[src/rtl/mc_ctrl_pkg.sv]
// Shared encodings for the multi-cycle control unit: FSM states, opcodes, datapath selects.
// No logic of its own; types and constants only.
// Backpressure: n/a.
package mc_ctrl_pkg;

    typedef enum logic [2:0] {
        ST_IDLE   = 3'd0,
        ST_FETCH  = 3'd1,
        ST_DECODE = 3'd2,
        ST_EXEC   = 3'd3,
        ST_MEM    = 3'd4,
        ST_WB     = 3'd5
    } state_e;

    localparam logic [5:0] OP_ADD  = 6'd0;
    localparam logic [5:0] OP_SUB  = 6'd1;
    localparam logic [5:0] OP_AND  = 6'd2;
    localparam logic [5:0] OP_ADDI = 6'd3;
    localparam logic [5:0] OP_ANDI = 6'd4;
    localparam logic [5:0] OP_LW   = 6'd5;
    localparam logic [5:0] OP_SW   = 6'd6;
    localparam logic [5:0] OP_BEQ  = 6'd7;
    localparam logic [5:0] OP_BNE  = 6'd8;
    localparam logic [5:0] OP_J    = 6'd9;
    localparam logic [5:0] OP_JAL  = 6'd10;

    typedef enum logic [2:0] {
        ALU_ADD    = 3'd0,
        ALU_SUB    = 3'd1,
        ALU_AND    = 3'd2,
        ALU_PASS_A = 3'd3
    } alu_op_e;

    typedef enum logic [1:0] {
        PC_SRC_SEQ    = 2'd0,
        PC_SRC_BRANCH = 2'd1,
        PC_SRC_JUMP   = 2'd2
    } pc_src_e;

    typedef enum logic [1:0] {
        WB_SEL_ALU = 2'd0,
        WB_SEL_MEM = 2'd1,
        WB_SEL_PC  = 2'd2
    } wb_sel_e;

    // One-hot-ish instruction class plus the ALU operation the class needs in EXEC.
    typedef struct packed {
        logic    rtype;
        logic    itype;
        logic    load;
        logic    store;
        logic    branch;
        logic    bne;      // qualifies branch: 1 = BNE, 0 = BEQ
        logic    jump;
        logic    jal;
        logic    illegal;
        alu_op_e alu_op;
    } op_class_t;

    // BEQ takes on zero, BNE takes on non-zero.
    function automatic logic branch_taken(input op_class_t cls, input logic zero);
        return cls.branch & (cls.bne ? ~zero : zero);
    endfunction

endpackage

[src/rtl/mc_ctrl_decode.sv]
// Opcode classifier: maps IR[31:26] to an instruction class and its EXEC-stage ALU op.
// Latency: purely combinational, zero cycles.
// Backpressure: none; output follows input.
module mc_ctrl_decode
    import mc_ctrl_pkg::*;
(
    input  logic [5:0] i_opcode,
    output op_class_t  o_cls
);

    // Classify the opcode; anything outside the defined table is illegal.
    always_comb begin
        o_cls        = '0;
        o_cls.alu_op = ALU_ADD;
        case (i_opcode)
            OP_ADD:  o_cls.rtype = 1'b1;
            OP_SUB:  begin o_cls.rtype = 1'b1; o_cls.alu_op = ALU_SUB; end
            OP_AND:  begin o_cls.rtype = 1'b1; o_cls.alu_op = ALU_AND; end
            OP_ADDI: o_cls.itype = 1'b1;
            OP_ANDI: begin o_cls.itype = 1'b1; o_cls.alu_op = ALU_AND; end
            OP_LW:   o_cls.load  = 1'b1;
            OP_SW:   o_cls.store = 1'b1;
            OP_BEQ:  begin o_cls.branch = 1'b1; o_cls.alu_op = ALU_SUB; end
            OP_BNE:  begin o_cls.branch = 1'b1; o_cls.bne = 1'b1; o_cls.alu_op = ALU_SUB; end
            OP_J:    o_cls.jump  = 1'b1;
            OP_JAL:  o_cls.jal   = 1'b1;
            default: o_cls.illegal = 1'b1;
        endcase
    end

endmodule

[src/rtl/mc_control_unit.sv]
// Multi-cycle control FSM (FETCH/DECODE/EXEC/MEM/WB) with a retired-instruction counter.
// Latency: outputs combinational from state and inputs; state/counter update each core clock.
// Backpressure: FETCH and MEM hold, strobes asserted, until mem_ready; no timeout.
module mc_control_unit
    import mc_ctrl_pkg::*;
#(
    parameter int CNT_W  = 32,
    parameter int RA_REG = 31
) (
    input  logic             clk,
    input  logic             rst_n,
    input  logic [5:0]       opcode,
    input  logic             zero,
    input  logic             mem_ready,
    output logic             pc_write,
    output logic [1:0]       pc_src,
    output logic             ir_write,
    output logic             reg_write,
    output logic             reg_dst_sel,
    output logic             alu_src_b,
    output logic [2:0]       alu_op,
    output logic             mem_read,
    output logic             mem_write,
    output logic [1:0]       wb_sel,
    output logic [2:0]       state,
    output logic             illegal_op,
    output logic [CNT_W-1:0] instr_count
);

    // The return-address index is applied by the register-file mux; it must name a real register.
    if (RA_REG < 0 || RA_REG > 31) begin : g_bad_ra_reg
        $error("RA_REG must index one of 32 registers");
    end

    state_e           r_state;
    state_e           w_next_state;
    logic             w_retire;
    logic [CNT_W-1:0] r_count;
    op_class_t        w_cls;

    mc_ctrl_decode u_decode (
        .i_opcode (opcode),
        .o_cls    (w_cls)
    );

    assign state       = r_state;
    assign instr_count = r_count;

    // State register; reset parks the FSM in IDLE so every output drops at once.
    always_ff @(posedge clk or negedge rst_n) begin
        if (!rst_n) begin
            r_state <= ST_IDLE;
        end else begin
            r_state <= w_next_state;
        end
    end

    // Retired-instruction counter, bumped on the transition back into FETCH.
    always_ff @(posedge clk or negedge rst_n) begin
        if (!rst_n) begin
            r_count <= '0;
        end else if (w_retire) begin
            r_count <= r_count + CNT_W'(1);
        end
    end

    // Next-state and control outputs; everything idles low unless the state asks for it.
    always_comb begin
        w_next_state = ST_FETCH;
        w_retire     = 1'b0;
        pc_write     = 1'b0;
        pc_src       = PC_SRC_SEQ;
        ir_write     = 1'b0;
        reg_write    = 1'b0;
        reg_dst_sel  = 1'b0;
        alu_src_b    = 1'b0;
        alu_op       = ALU_ADD;
        mem_read     = 1'b0;
        mem_write    = 1'b0;
        wb_sel       = WB_SEL_ALU;
        illegal_op   = 1'b0;

        case (r_state)
            ST_IDLE: begin
                w_next_state = ST_FETCH;
            end

            ST_FETCH: begin
                mem_read = 1'b1;
                if (mem_ready) begin
                    ir_write     = 1'b1;
                    pc_write     = 1'b1;
                    pc_src       = PC_SRC_SEQ;
                    w_next_state = ST_DECODE;
                end else begin
                    w_next_state = ST_FETCH;
                end
            end

            ST_DECODE: begin
                if (w_cls.jump) begin
                    pc_write     = 1'b1;
                    pc_src       = PC_SRC_JUMP;
                    w_retire     = 1'b1;
                    w_next_state = ST_FETCH;
                end else if (w_cls.jal) begin
                    w_next_state = ST_WB;
                end else if (w_cls.illegal) begin
                    // Dropped without retiring; the core simply fetches the next word.
                    illegal_op   = 1'b1;
                    w_next_state = ST_FETCH;
                end else begin
                    w_next_state = ST_EXEC;
                end
            end

            ST_EXEC: begin
                if (w_cls.branch) begin
                    alu_op    = ALU_SUB;
                    alu_src_b = 1'b0;
                    if (branch_taken(w_cls, zero)) begin
                        pc_write = 1'b1;
                        pc_src   = PC_SRC_BRANCH;
                    end
                    w_retire     = 1'b1;
                    w_next_state = ST_FETCH;
                end else if (w_cls.rtype) begin
                    alu_op       = w_cls.alu_op;
                    alu_src_b    = 1'b0;
                    w_next_state = ST_WB;
                end else if (w_cls.itype) begin
                    alu_op       = w_cls.alu_op;
                    alu_src_b    = 1'b1;
                    w_next_state = ST_WB;
                end else if (w_cls.load || w_cls.store) begin
                    // Address = base + sign-extended offset.
                    alu_op       = w_cls.alu_op;
                    alu_src_b    = 1'b1;
                    w_next_state = ST_MEM;
                end else begin
                    w_next_state = ST_FETCH;
                end
            end

            ST_MEM: begin
                if (w_cls.load) begin
                    mem_read     = 1'b1;
                    w_next_state = mem_ready ? ST_WB : ST_MEM;
                end else if (w_cls.store) begin
                    mem_write = 1'b1;
                    if (mem_ready) begin
                        w_retire     = 1'b1;
                        w_next_state = ST_FETCH;
                    end else begin
                        w_next_state = ST_MEM;
                    end
                end else begin
                    w_next_state = ST_FETCH;
                end
            end

            ST_WB: begin
                reg_write    = 1'b1;
                w_retire     = 1'b1;
                w_next_state = ST_FETCH;
                if (w_cls.jal) begin
                    // Link register gets PC+4 while the PC jumps in the same cycle.
                    wb_sel      = WB_SEL_PC;
                    reg_dst_sel = 1'b1;
                    pc_write    = 1'b1;
                    pc_src      = PC_SRC_JUMP;
                end else if (w_cls.load) begin
                    wb_sel = WB_SEL_MEM;
                end else begin
                    wb_sel = WB_SEL_ALU;
                end
            end

            default: begin
                w_next_state = ST_FETCH;
            end
        endcase
    end

endmodule

[config.mk]
export PLATFORM = sky130hd
export DESIGN_NAME = mc_control_unit
export DESIGN_NICKNAME = d
export VERILOG_FILES = /design/src/rtl/mc_ctrl_pkg.sv /design/src/rtl/mc_ctrl_decode.sv /design/src/rtl/mc_control_unit.sv
export SDC_FILE = /design/constraint.sdc
export NUM_CORES = 1
export LEC_CHECK = 0
export ABC_CLOCK_PERIOD_IN_PS = 1600
export BUFFER_PORTS_ARGS = -buffer_cell sky130_fd_sc_hd__buf_2
export CORE_MARGIN = 2
export CORE_UTILIZATION = 45
export CTS_CLUSTER_SIZE = 30
export DETAILED_ROUTE_END_ITERATION = 8
export PLACE_DENSITY = 0.77
export SETUP_SLACK_MARGIN = 0.05
export SYNTH_ARGS = -nofsm -noshare
export SYNTH_HDL_FRONTEND = slang
export SYNTH_SLANG_ARGS = --single-unit
[constraint.sdc]
create_clock -name clk -period 1.6 [get_ports clk]
set_input_delay 0.32 -clock clk [delete_from_list [all_inputs] [get_ports clk]]
set_output_delay 0.32 -clock clk [all_outputs]
set_load 0.005 [all_outputs]
Word level (Yosys, flattened, before mapping)
Index checks and enable logic that the tools add are counted.
{"block": "word_totals", "register_bits": 35, "latch_bits": 0, "ramBits": 0, "romBits": 0, "in_bits": 10, "output_inout_bits": 50, "wordCells": 91, "mem_count": 0}
{"block": "op_classes", "add_sub_neg": 1, "multipliers": 0, "n_div": 0, "magnitude_cmp": 0, "n_eq_ne": 15, "shift": 0, "muxes": 63, "n_bitwise": 2, "n_reduce_logical": 8}
{"cell": "$mux W3", "n": 14}
{"cell": "$mux W1", "n": 37}
{"cell": "$add A32 B1 Y32 const B", "n": 1}
{"cell": "$eq A6 B3 Y1 const B", "n": 4}
{"cell": "$eq A6 B4 Y1 const B", "n": 3}
{"cell": "$eq A6 B2 Y1 const B", "n": 2}
{"cell": "$mux W2", "n": 6}
{"cell": "$pmux W3 S4", "n": 1}
{"cell": "$reduce_or A11 Y1", "n": 1}
{"cell": "$pmux W1 S4", "n": 2}
{"cell": "$eq A3 B2 Y1 const B", "n": 2}
{"cell": "$eq A3 B3 Y1 const B", "n": 2}
{"cell": "$eq A6 B1 Y1 const B", "n": 1}
{"cell": "$logic_not A6 Y1", "n": 1}
{"cell": "$pmux W2 S3", "n": 1}
{"cell": "$reduce_or A2 Y1", "n": 3}
{"cell": "$reduce_or A3 Y1", "n": 2}
{"cell": "$pmux W2 S2", "n": 1}
{"cell": "$eq A3 B1 Y1 const B", "n": 1}
{"cell": "$pmux W1 S2", "n": 1}
{"cell": "$and A1 B1 Y1", "n": 1}
{"cell": "$logic_or A1 B1 Y1", "n": 1}
{"cell": "$not A1 Y1", "n": 1}

Depth between registers and ports, before layout
{"block": "depth", "depth_word": 8, "mapped_depth": 7, "mapped_depth_nobuf": 5}

Cells and area by module
Synthesis repeated with hierarchy kept, for this count alone.
{"block": "unflattened", "hier_cells": 217, "area_unflattened_um2": 2113.3}
{"module": "mc_control_unit", "n_inst": 1, "cells_per_inst": 189, "area_each_um2": 1894.3, "seq_area_each_um2": 875.8}
{"module": "mc_ctrl_decode", "n_inst": 1, "cells_per_inst": 28, "area_each_um2": 219.0, "seq_area_each_um2": 0.0}

Worst setup path after synthesis
No wires, ideal clock.
{"block": "synth_path", "path_type": "input -> register", "startpoint": "in opcode[5]", "endpoint": "reg r_count[7] (netlist: instr_count[7])", "setup_ps": 128, "arrival_ps": 1602, "t_required_ps": 1472, "path_slack_ps": -129, "cell_stages": 6, "n_path_buf": 1, "path_cell_list": "or4b_1 -> nand3b_4 -> o221ai_1 -> buf_4 -> nand4_1 -> xnor2_1"}
{"block": "synth_between", "elab_chain_cells": 5, "word_cells_on_any_way": 15, "cone_classes": "5 x eq/ne; 9 x mux; 1 x reduce/logical"}
{"element": "start, declared", "line": "mc_control_unit.sv:12", "rtl": "input logic [5:0] opcode,"}
{"element": "$eq A6 B3 Y1 / $eq A6 B4 Y1 (equally long branches)", "line": "mc_ctrl_decode.sv:15", "rtl": "case (i_opcode)"}
{"element": "$mux W1 / $reduce_or A2 Y1 (equally long branches)"}
{"element": "$mux W1 (on tied branches)", "line": "mc_control_unit.sv:149, mc_ctrl_decode.sv:15"}
{"element": "$mux W1 (on tied branches)", "line": "mc_control_unit.sv:146, mc_control_unit.sv:118"}
{"element": "$pmux W1 S4 (*)", "line": "mc_control_unit.sv:83", "rtl": "case (r_state)"}
{"element": "end signal, assigned", "line": "mc_control_unit.sv:63", "rtl": "r_count <= r_count + CNT_W'(1);"}
{"element": "end, declared", "line": "mc_control_unit.sv:38", "rtl": "logic [CNT_W-1:0] r_count;"}
Every way passes the cells marked *; elsewhere a longest branch is shown, timed or not.
A chain may end at the register's enable or synchronous reset.

Worst setup path after layout
{"block": "layout_path", "startpoint": "reg r_state[2] (netlist: state[2])", "endpoint": "out pc_write"}
{"block": "layout_between", "elab_chain_cells": 2, "word_cells_on_any_way": 5, "cone_classes": "4 x eq/ne; 1 x mux"}
{"element": "start, declared", "line": "mc_control_unit.sv:35", "rtl": "state_e r_state;"}
{"element": "start signal, assigned", "line": "mc_control_unit.sv:54", "rtl": "r_state <= w_next_state;"}
{"element": "$eq A3 B3 Y1, or another cell as far along", "line": "mc_control_unit.sv:83"}
{"element": "$pmux W1 S4 (*)", "line": "mc_control_unit.sv:83"}
{"element": "end, declared", "line": "mc_control_unit.sv:15", "rtl": "output logic pc_write,"}
Marked as above.

==> results.sh <==
export IMPL_synth_common_cells="35 x dfrtp_1, 24 x xnor2_1, 22 x nand4_1"
export IMPL_setup_slack_ps=-379
export IMPL_syn_nets=219
export IMPL_num_rows=25
export IMPL_end_kind="output port"
export IMPL_outcome="complete, but fails checks"
export IMPL_rsz0062_at_grt="yes"
export IMPL_critPathTopFamily="simple AND/OR/NAND/NOR gates"
export IMPL_die_h_um=72.8
export IMPL_pwr_share_comb=0.244
export IMPL_skew_ps=9.83
export IMPL_viasPerCell=5.82
export IMPL_syn_area_per_cell_um2=10.2
export IMPL_drv_slew=0
export IMPL_start_util=0.460
export IMPL_fin_nets=357
export IMPL_place_congestion=0.916
export IMPL_final_cells=401
export IMPL_cp_slowest_cell="dfrtp_1"
export IMPL_p_leak_nw=1.95
export IMPL_p_sw_mw=0.725
export IMPL_port_buffer_count=58
export IMPL_regArea_um2=880
export IMPL_synth_cell_type_count=45
export IMPL_grt_pass1_vias=2186
export IMPL_slowest_delay_ps=420
export IMPL_synth_most_common_cell="dfrtp_1"
export IMPL_grt_total_usage=0.268
export IMPL_die_area_mm2=0.00530
export IMPL_synth_edf_count=0
export IMPL_crit_chain="buf_6 -> nand3b_1 -> a2bb2oi_2 -> nor2_1 -> or3_1 -> buf_2"
export IMPL_htreeDepth=2
export IMPL_post_place_ws_ps=-309
export IMPL_insertion_delay_ps=300
export IMPL_finalSetupTns_ps=-10690
export IMPL_seq_area_frac_synth=0.412
export IMPL_finalCritPeriodShare=1.24
export IMPL_fillers=258
export IMPL_power_mw=2.43
export IMPL_overflow=0
export IMPL_crit_arrival_ps=1660
export IMPL_vdd_drop_max_mv=0.394
export IMPL_multi_input_comb_area_mm2=0.00143
export IMPL_path_class="reg -> out"
export IMPL_yosys_top_cells_area="dfrtp_1 41%, xnor2_1 9.9%, nand4_1 6.5%, xor2_1 4.1%, nor3_2 3.8%"
export IMPL_dr_pass1_iters=4
export IMPL_p_seq_frac=0.413
export IMPL_startpoint_type="register"
export IMPL_coreArea_mm2=0.00463
export IMPL_avgRoutedWirePerCell_um=19.5
export IMPL_drc=0
export IMPL_cap_violations=0
export IMPL_io_pins=60
export IMPL_syn_inst=208
export IMPL_r2r_end="instr_count[9]"
export IMPL_path_buf_inv=2
export IMPL_cts_clk_slew_worst_paths_ps=80
export IMPL_p_int_mw=1.70
export IMPL_whs_endpoint="state[2]"
export IMPL_async_reset_ff_frac=1.00
export IMPL_clkPwrFrac=0.343
export IMPL_grt_first_pass_wirelength_um=10900
export IMPL_yosysTopAreaCell="dfrtp_1"
export IMPL_antenna_cells=0
export IMPL_die_w_um=72.8
export IMPL_synth_top_area_frac=0.412
export IMPL_path_max_fanout=5
export IMPL_area_delta_synth_final_pct=71.7
export IMPL_reg2reg_slack_ps=-350
export IMPL_syn_cell_area_mm2=0.00213
export IMPL_final_antenna_net_count=0
export IMPL_yosys_register_bits=35
export IMPL_worstHoldPathType="in -> reg"
export IMPL_grt_max_degree=19
export IMPL_final_layout_size_suffix_gt1_frac=0.556
export IMPL_cts_tree="yes"
export IMPL_period_minus_slack_ps=1980
export IMPL_wl_um=7820
export IMPL_clockBufferDepth=2
export IMPL_rr_worst_depth=9
export IMPL_cts_sinks=35
export IMPL_vias=2334
export IMPL_worst_ep_required_time_ps=1280
export IMPL_drt_iter0_markers=222
export IMPL_fmax_ghz=0.505
export IMPL_power_density_mw_per_mm2=664
export IMPL_ys_flop_type="dfrtp_1"
export IMPL_dp_cells=364
export IMPL_violations="negative setup slack"
export IMPL_yosys_warnings=0
export IMPL_setup_viol=46
export IMPL_clockRootBuffer="clkbuf_8"
export IMPL_reg2reg_from="state[0]"
export IMPL_cts_buffers=5
export IMPL_hold_start="opcode[5]"
export IMPL_timing_hold_violations_final=0
export IMPL_antenna_found_initial=0
export IMPL_hpwl_um=4180
export IMPL_whs_path_depth=4
export IMPL_p_sw_frac=0.299
[cell families after synthesis]
kind of cell               after synthesis  share of synthesized area
buffers and inverters                   16                     0.0412
xor gates and xnor gates                34                      0.140
adders and majority gates                1                    0.00588
muxes                                    1                    0.00470
and+or+nand+nor                        104                      0.339
other                                    1                    0.00176
AOI/OAI and AO/OA                       16                     0.0559
DFF                                     35                      0.412
[how the worst max path moves through the flow]
| stage | to | slack, ps | cells after the start | start |
|---|---|---|---|---|
| after floorplan | instr_count[28] | -70 | 6 | opcode[5] |
| after global placement | instr_count[31] | -240 | 6 | opcode[5] |
| after detailed placement | instr_count[30] | -310 | 6 | opcode[5] |
| after CTS | pc_write | -340 | 6 | state[0] |
| after global routing | pc_write | -440 | 6 | state[0] |
| final | pc_write | -380 | 6 | state[2] |
[registers in the layout (all words and copies together) (netlist names)]
| signal | flops |
|---|---|
| instr_count | 32 |
| state | 3 |
[power by group through the flow]
stage	Sequential, mW	Clock, mW	Combinational [mW]
after floorplan	0.991	0	0.169
after global placement	1.00	0	0.377
after detailed placement	1.00	0	0.391
after CTS	0.986	0.818	0.491
after global routing	1.00	0.874	0.627
final	1.00	0.832	0.593
[per-layer routing]
layer,vias up,global-route usage,wire length (um),share of wire
met5,-,0,0,0
met4,0,0.103,213,0.027
met3,21,0.0580,391,0.050
met2,102,0.454,4080,0.52
met1,1170,0.333,3140,0.40
li1,1041,-,-,-
[repair_timing]
item	in CTS	in global routing
hold buffers	1	0
resized for setup	47	18
setup endpoints to repair	44	47
pin swaps	27	8
setup buffers	16	10
gates cloned	3	0
hold endpoints to repair	16	0
[metrics by stage]
step,utilization,hold slack (ps),instance area [um^2]
after CTS,0.745,369,3450
after detailed placement,0.628,273,2910
after global routing,0.789,429,3650
after global placement,0.628,264,2910
after floorplan,-,24.4,2170
final,0.789,400,3650
[tightest hold or removal path, cell delays in order]
cell	delay, ps
buf_6	90
nor4_1	60
o21ai_1	70
o211ai_1	100
[layout by cell type (no fill, tap or decap), types with 3 or more instances in the layout]
| cell type | netlist | layout |
|---|---|---|
| a21oi_1 | 6 | 5 |
| and2_1 | 3 | 3 |
| and3_1 | 5 | 5 |
| buf_12 | 0 | 6 |
| buf_16 | 0 | 3 |
| buf_2 | 4 | 54 |
| buf_4 | 4 | 61 |
| buf_6 | 1 | 18 |
| clkbuf_8 | 0 | 5 |
| dfrtp_1 | 35 | 32 |
| dfrtp_2 | 0 | 3 |
| inv_1 | 3 | 3 |
| nand2_1 | 17 | 17 |
| nand3_1 | 4 | 3 |
| nand3b_1 | 3 | 3 |
| nand4_1 | 22 | 22 |
| nor2_1 | 7 | 6 |
| nor3_2 | 8 | 4 |
| nor3_4 | 0 | 9 |
| nor4_4 | 1 | 5 |
| xnor2_1 | 24 | 23 |
| xor2_1 | 10 | 10 |
[cell type report]
cell class,instances,share of cell area
Multi-Input combinational cell,157,0.390
Timing Repair Buffer,144,0.317
Sequential cell,35,0.241
Clock buffer,5,0.0188
Tap cell,54,0.0185
Clock inverter,3,0.0120
Inverter,3,0.00308
Note: power is estimated with default switching activity, not from simulation.
